### src/rtl/imem_loader.sv
// Byte-stream loader for the instruction memory: reads a little-endian word count,
// then that many little-endian words, writing each to a word-aligned address while holding the core in reset.
module imem_loader #(
    parameter int LENGTH = 1024,
    parameter int WIDTH  = 32
) (
    input  logic             clk,
    input  logic             rst_n,
    input  logic             start,
    input  logic [7:0]       in_data,
    input  logic             in_valid,
    output logic             in_ready,
    output logic             mem_we,
    output logic [WIDTH-1:0] mem_addr,
    output logic [WIDTH-1:0] mem_wdata,
    output logic             cpu_hold,
    output logic             done,
    output logic             err,
    output logic [WIDTH-1:0] checksum
);

    localparam int IW = $clog2(LENGTH) + 1;

    typedef enum logic [1:0] {IDLE, LEN, DATA, DONE} state_t;

    state_t          state;
    logic [1:0]      byte_cnt;
    logic [WIDTH-1:0] shreg;
    logic [IW-1:0]   word_idx;
    logic [IW-1:0]   word_cnt;
    logic            fire;
    logic [WIDTH-1:0] word;

    assign fire = in_valid & in_ready;
    // The first byte of a word ends up in bits 7:0 after four right shifts.
    assign word = {in_data, shreg[WIDTH-1:8]};

    // in_ready is registered so it can drop in the same cycle as the final write strobe.
    always_ff @(posedge clk or negedge rst_n) begin
        if (!rst_n) begin
            state     <= IDLE;
            byte_cnt  <= 2'd0;
            shreg     <= '0;
            word_idx  <= '0;
            word_cnt  <= '0;
            in_ready  <= 1'b0;
            mem_we    <= 1'b0;
            mem_addr  <= '0;
            mem_wdata <= '0;
            cpu_hold  <= 1'b0;
            done      <= 1'b0;
            err       <= 1'b0;
            checksum  <= '0;
        end else begin
            mem_we <= 1'b0;
            case (state)
                IDLE, DONE: begin
                    if (start) begin
                        state    <= LEN;
                        byte_cnt <= 2'd0;
                        word_idx <= '0;
                        checksum <= '0;
                        done     <= 1'b0;
                        err      <= 1'b0;
                        in_ready <= 1'b1;
                        cpu_hold <= 1'b1;
                    end
                end
                LEN: begin
                    if (fire) begin
                        shreg    <= word;
                        byte_cnt <= byte_cnt + 2'd1;
                        if (byte_cnt == 2'd3) begin
                            if (word == '0) begin
                                state    <= DONE;
                                done     <= 1'b1;
                                in_ready <= 1'b0;
                                cpu_hold <= 1'b0;
                            end else if (word > WIDTH'(LENGTH)) begin
                                state    <= DONE;
                                err      <= 1'b1;
                                in_ready <= 1'b0;
                                cpu_hold <= 1'b0;
                            end else begin
                                state    <= DATA;
                                word_cnt <= word[IW-1:0];
                            end
                        end
                    end
                end
                DATA: begin
                    // in_ready low while in DATA marks the cycle of the final write.
                    if (!in_ready) begin
                        state    <= DONE;
                        done     <= 1'b1;
                        cpu_hold <= 1'b0;
                    end else if (fire) begin
                        shreg    <= word;
                        byte_cnt <= byte_cnt + 2'd1;
                        if (byte_cnt == 2'd3) begin
                            mem_we    <= 1'b1;
                            mem_wdata <= word;
                            mem_addr  <= WIDTH'({word_idx, 2'b00});
                            checksum  <= checksum + word;
                            word_idx  <= word_idx + IW'(1);
                            if (word_idx + IW'(1) == word_cnt) begin
                                in_ready <= 1'b0;
                            end
                        end
                    end
                end
                default: state <= IDLE;
            endcase
        end
    end

endmodule
### config.mk
export PLATFORM = sky130hd
export DESIGN_NAME = imem_loader
export DESIGN_NICKNAME = d
export VERILOG_FILES = /design/src/rtl/imem_loader.sv
export SDC_FILE = /design/constraint.sdc
export NUM_CORES = 1
export LEC_CHECK = 0
export CAP_MARGIN = 25
export CORE_MARGIN = 4
export CORE_UTILIZATION = 45
export CTS_CLUSTER_SIZE = 10
export DETAILED_ROUTE_END_ITERATION = 8
export DONT_BUFFER_PORTS = 1
export PLACE_DENSITY = 0.72
export SLEW_MARGIN = 20
export SYNTH_ARGS = -nofsm -noshare
export SYNTH_HDL_FRONTEND = slang
export SYNTH_SLANG_ARGS = --single-unit
### constraint.sdc
create_clock -name clk -period 2.8 [get_ports clk]
set_clock_uncertainty 0.05 [all_clocks]
set_input_delay 0.42 -clock clk [delete_from_list [all_inputs] [get_ports clk]]
set_output_delay 0.42 -clock clk [all_outputs]
set_load 0.005 [all_outputs]
==> impl_metrics.env <==
export IMPL_first_pass_iters=7
export IMPL_reg2reg_to="checksum[31]"
export IMPL_dp_slack_ns=-0.0988
export IMPL_row_count=45
export IMPL_synth_top_cell_by_area="dfrtp_1"
export IMPL_drive_gt1_frac=0.256
export IMPL_cp_required_ns=3.07
export IMPL_cts_tree="built"
export IMPL_reg2reg_from="shreg[8]"
export IMPL_cts_sinks=130
export IMPL_async_reset_ff_frac=1.00
export IMPL_finalSetupViolCount=0
export IMPL_netlist_cell_type_count=54
export IMPL_first_global_vias=5214
export IMPL_cp_arrival_ns=3.02
export IMPL_post_dp_hpwl_um=12300
export IMPL_n_antenna_cell=0
export IMPL_syn_inst=644
export IMPL_cts_root_buf="clkbuf_16"
export IMPL_worst_path_max_fanout=4
export IMPL_setup_ws_ns=0.0446
export IMPL_fin_setup_tns_ns=0
export IMPL_synth_edf_count=0
export IMPL_yosysMostFrequentCell="dfrtp_1"
export IMPL_cp_num_buf_inv=1
export IMPL_die_area_um2=17500
export IMPL_post_route_util=0.532
export IMPL_crit_chain="ha_2, buf_4, a211oi_2, o21ai_2, o211ai_1, a311oi_2, and4b_1, o21ai_2, a21oi_2, xor2_1, nand3_1, o311ai_1"
export IMPL_die_w_um=132
export IMPL_clk_path_buf_depth=2
export IMPL_initial_core_util=0.458
export IMPL_die_h_um=132
export IMPL_cts_buffers_inserted=17
export IMPL_final_nets=741
export IMPL_power_density_nw_per_um2=859
export IMPL_io_buffers=0
export IMPL_ys_flop_type="dfrtp_1"
export IMPL_max_cap_violations=0
export IMPL_peakVddDrop_mv=0.483
export IMPL_clock_latency_ns=0.42
export IMPL_violations="hold timing"
export IMPL_drc=0
export IMPL_grt_max_degree=131
export IMPL_wl_per_cell_um=19.0
export IMPL_drv_slew=0
export IMPL_grt_pass1_wl_um=27600
export IMPL_synth_area_top_cells="dfrtp_1, mux2_2, ha_1, o21ai_0, xnor2_1"
export IMPL_crit_top_cell="o21ai_2"
export IMPL_grtUsageTotal=0.198
export IMPL_syn_area_per_cell_um2=10.8
export IMPL_min_period_over_period=0.984
export IMPL_seq_area_frac_synth=0.469
export IMPL_synth_top_cell_area_share=0.469
export IMPL_r2r_cells=12
export IMPL_hold_viol_final=130
export IMPL_syn_area_um2=6940
export IMPL_wl_um=16900
export IMPL_viasPerCell=5.63
export IMPL_gp_congestion=0.928
export IMPL_antenna_left=0
export IMPL_rsz0062_at_grt="true"
export IMPL_drt_iter0_markers=286
export IMPL_end_kind="flop"
export IMPL_hp_class="in -> async"
export IMPL_antenna_found_initial=0
export IMPL_ys_ff_latch=130
export IMPL_r2r_setup_slack_ns=0.04
export IMPL_htreeDepth=4
export IMPL_p_total_mw=6.92
export IMPL_coreArea_um2=15100
export IMPL_tightest_slew_ns=0.984
export IMPL_status="finished with violations"
export IMPL_fmax_ghz=0.363
export IMPL_max_stage_delay_ns=0.39
export IMPL_clk_pin_slew_ns=0.05
export IMPL_io_pins=113
export IMPL_seq_area_um2=3250
export IMPL_area_delta_synth_final_pct=16.1
export IMPL_ys_warn_count=0
export IMPL_n_fill_cell=1323
export IMPL_grt_ovfl_total=0
export IMPL_cp_slowest_cell="dfrtp_1"
export IMPL_holdWs_ns=-0.350
export IMPL_p_leak_nw=4.02
export IMPL_num_vias=5025
export IMPL_critical_path_class="reg -> reg"
export IMPL_fin_crit_ns=2.76
export IMPL_max_slew_margin=0.344
export IMPL_multi_input_area_um2=3540
export IMPL_cp_start_kind="flop"
export IMPL_synth_common_cells="dfrtp_1, mux2_2, nand2_1"
export IMPL_critPathTopFamily="compound AO/OA/AOI/OAI gates"
layout by cell type (no fill, tap or decap), types with 2 or more instances in the layout:
| cell | instances |
|---|---|
| dfrtp_1 | 130 |
| mux2_2 | 69 |
| nand2_1 | 65 |
| buf_4 | 50 |
| o21ai_0 | 49 |
| ha_1 | 33 |
| nor2_1 | 32 |
| xnor2_1 | 29 |
| a21oi_1 | 25 |
| conb_1 | 21 |
| xor2_1 | 18 |
| a21o_1 | 17 |
| clkbuf_16 | 17 |
| inv_1 | 11 |
| nand3_1 | 10 |
| mux2_4 | 10 |
| and3_1 | 8 |
| nor3_1 | 8 |
| nor4_1 | 7 |
| nand2b_1 | 6 |
| o31ai_1 | 6 |
| a22o_1 | 5 |
| o21ai_1 | 5 |
| nand4_1 | 4 |
| a31oi_1 | 4 |
| o21bai_1 | 4 |
| clkbuf_1 | 4 |
| clkinv_2 | 4 |
| and2_1 | 3 |
| o211ai_1 | 3 |
| a21oi_2 | 3 |
| o21ai_2 | 3 |
| clkbuf_8 | 3 |
| nor2b_1 | 2 |
| or2_2 | 2 |
| a31oi_2 | 2 |
| a211oi_2 | 2 |
| bufinv_16 | 2 |
| buf_12 | 2 |
flip-flops by register name, summed over array words and instances (netlist names):
| signal | flops |
|---|---|
| done | 1 |
| in_ready | 1 |
| mem_addr | 11 |
| mem_we | 1 |
| word_cnt | 11 |
| cpu_hold | 1 |
| shreg | 24 |
| mem_wdata | 32 |
| byte_cnt | 2 |
| state | 2 |
| checksum | 32 |
| word_idx | 11 |
| err | 1 |
worst register-to-register path, cell delays in order (launching register included):
cell	delay [ns]
dfrtp_1	0.39
ha_2	0.21
buf_4	0.14
a211oi_2	0.25
o21ai_2	0.12
o211ai_1	0.33
a311oi_2	0.19
and4b_1	0.34
o21ai_2	0.11
a21oi_2	0.15
xor2_1	0.19
nand3_1	0.10
o311ai_1	0.09
timing repair:
| item | in CTS | in global routing |
|---|---|---|
| buffers inserted | 1 | 2 |
| pin swaps | 1 | 13 |
| endpoints found under the setup margin | 4 | 12 |
| cloned | 0 | 0 |
| endpoints found under the hold margin | 130 | 130 |
| resized for setup | 2 | 14 |
worst max path at each step:
stage,startpoint,end,slack [ns],depth (start not counted)
2_1_floorplan,checksum[0],checksum[26],0.06,12
3_3_place_gp,checksum[0],checksum[26],-0.05,12
3_5_place_dp,checksum[0],checksum[26],-0.1,12
4_1_cts,checksum[2],checksum[29],0.01,11
5_1_grt,shreg[8],checksum[31],-0.05,12
6_report,shreg[8],checksum[31],0.04,12
through the flow:
step,instances,cell area (um2)
3_3_place_gp,858,7400
6_report,892,8060
5_1_grt,892,8060
2_1_floorplan,664,7020
3_5_place_dp,859,7410
4_1_cts,890,7990
where the power goes:
group	total, mW	internal, mW	switching [mW]
clock network	2.11	1.36	0.750
logic	2.29	1.05	1.24
registers	2.52	2.21	0.309
total	6.92	4.62	2.30
routing by layer:
metal / track usage / part of all wire
met3: 0.0603 / 0.061
met1: 0.242 / 0.42
met5: 0 / 0
met4: 0.0677 / 0.017
met2: 0.334 / 0.50
cell type report:
type | count | share of cell area
well taps | 188 | 0.0292
flip-flops and latches | 130 | 0.404
clock inverters | 6 | 0.00994
repair buffers | 53 | 0.0530
multi-input cells | 480 | 0.439
clock buffers | 24 | 0.0598
inverters | 11 | 0.00513
cell families (layout without fill, tap and decap cells):
kind of cell    after synthesis  in the layout  share of synthesized area
simple gates                156            156                      0.106
flops                       130            130                      0.469
mux                          79             79                      0.134
xor+xnor                     47             47                     0.0593
compound gates              141            141                      0.124
other cells                   1             21                   0.000541
buf+inv                      54             94                     0.0418
fa+ha+maj                    36             36                     0.0660
(Power assumes the default switching activity.)
==> patch (same settings) <==
Register the output `err` once more; this adds one clock of latency there. The other outputs are not delayed to match.
--- a/src/rtl/imem_loader.sv
+++ b/src/rtl/imem_loader.sv
@@ -22,6 +22,8 @@
     localparam int IW = $clog2(LENGTH) + 1;
 
     typedef enum logic [1:0] {IDLE, LEN, DATA, DONE} state_t;
+
+    logic err_s0;
 
     state_t          state;
     logic [1:0]      byte_cnt;
@@ -49,7 +51,7 @@
             mem_wdata <= '0;
             cpu_hold  <= 1'b0;
             done      <= 1'b0;
-            err       <= 1'b0;
+            err_s0    <= 1'b0;
             checksum  <= '0;
         end else begin
             mem_we <= 1'b0;
@@ -61,7 +63,7 @@
                         word_idx <= '0;
                         checksum <= '0;
                         done     <= 1'b0;
-                        err      <= 1'b0;
+                        err_s0   <= 1'b0;
                         in_ready <= 1'b1;
                         cpu_hold <= 1'b1;
                     end
@@ -78,7 +80,7 @@
                                 cpu_hold <= 1'b0;
                             end else if (word > WIDTH'(LENGTH)) begin
                                 state    <= DONE;
-                                err      <= 1'b1;
+                                err_s0   <= 1'b1;
                                 in_ready <= 1'b0;
                                 cpu_hold <= 1'b0;
                             end else begin
@@ -114,4 +116,8 @@
         end
     end
 
+    always_ff @(posedge clk) begin
+        err <= err_s0;
+    end
+
 endmodule
Check against the original RTL: not equivalent (a bounded check fails within 10 cycles, from zero or initial values and one cycle with rst_n low).
==> patch against the unedited design <==
The flow still finishes with violations (hold timing). Sequential power increased by 4%. Sequential share of layout area decreased by 3.1 points. Cell area increased by 9.1%. Wire length increased by 18%. Total power increased by 4.8%. Sequential cell count increased by 1. Die area increased by 6.8%. Worst setup slack got worse by 0.043 ns. Area after synthesis increased by 7.3%. Largest cell class unchanged. Largest power group unchanged.
==> patch: results (changes against the unedited design) <==
[run_status]
status=finished, violations left  ; unchanged
violations=hold timing  ; unchanged

[timing]
worstMarginPinSlew_ns=0.5738  ; was 0.9836 ns
holdWs_ns=-0.3586  ; was -0.3500 ns
period_share_pct=99.95  ; was 98.41%
final-hold-violation-count=130  ; unchanged

[synth]
synth-compound-area-share_pct=16.71  ; was 12.41%
synth-seq-area-share_pct=43.98  ; was 46.90%
netlist_instances=804  ; was 644
synth-xor-area-share_pct=4.354  ; was 5.934%

[routing]
wl_per_cell_um=18.31  ; was 18.98 um
drt_pre_antenna_iters=5  ; was 7
via_count=6142  ; was 5025

[global_routing]
grt_pass1_wl_um=32250  ; was 27580 um

[final_layout]
drive_gt1_share_pct=19.66  ; was 25.57%
final_nets=910  ; was 741

[placed_design]
dpl_worst_slack_ns=-0.05171  ; was -0.09883 ns
placed_area_mm2=0.008073  ; was 0.007408 mm^2
dpl.cell_count=1057  ; was 859
gp_congestion=0.9361  ; was 0.9275
dpl.hpwl_um=14420  ; was 12260 um

[power]
clkPwrFrac_pct=31.0  ; was 30.5%
power_mw=7.253  ; was 6.923 mW
p_sw_mw=2.586  ; was 2.302 mW

[clock_tree]
ctsResizeCount=5  ; was 2
postCtsSetupBuffers=2  ; was 1

[worst_setup_path]
r2r_cells=10  ; was 12
cp-endpoint=checksum[22]  ; was checksum[31]
cp_max_fo=3  ; was 4
rrSetupSlack_ns=0.001  ; was 0.04 ns

-- patch: final cells by class --
| cell class | count | area [um^2] |
|---|---|---|
| timing repair buffer | 75 | 588.1 |
| clock inverter | 11 | 127.6 |
| sequential | 131 | 3274 |
| tap | 216 | 270.3 |
| clock buffer | 21 | 470.5 |
| multi-input combinational | 626 | 4018 |
| fill | 1391 | 7268 |
| inverter | 11 | 41.29 |
-- patch: layer usage --
layer	GRT usage, %	up-vias	part of all wire (%)
li1	-	2918	-
met3	6.801	45	7.2
met4	8.791	0	2.5
met2	34.88	199	48
met1	28.25	2980	42
met5	0	-	0
-- patch: worst max-delay path: stages, from the launching register on --
cell and delay (ns):
dfrtp_1 0.39, ha_2 0.20, fa_2 0.34, a21o_1 0.18, a21oi_2 0.17, o21ai_2 0.08, a31o_2 0.24, a221o_1 0.38
nor2_2 0.13, nor4_1 0.05, or4b_1 0.46
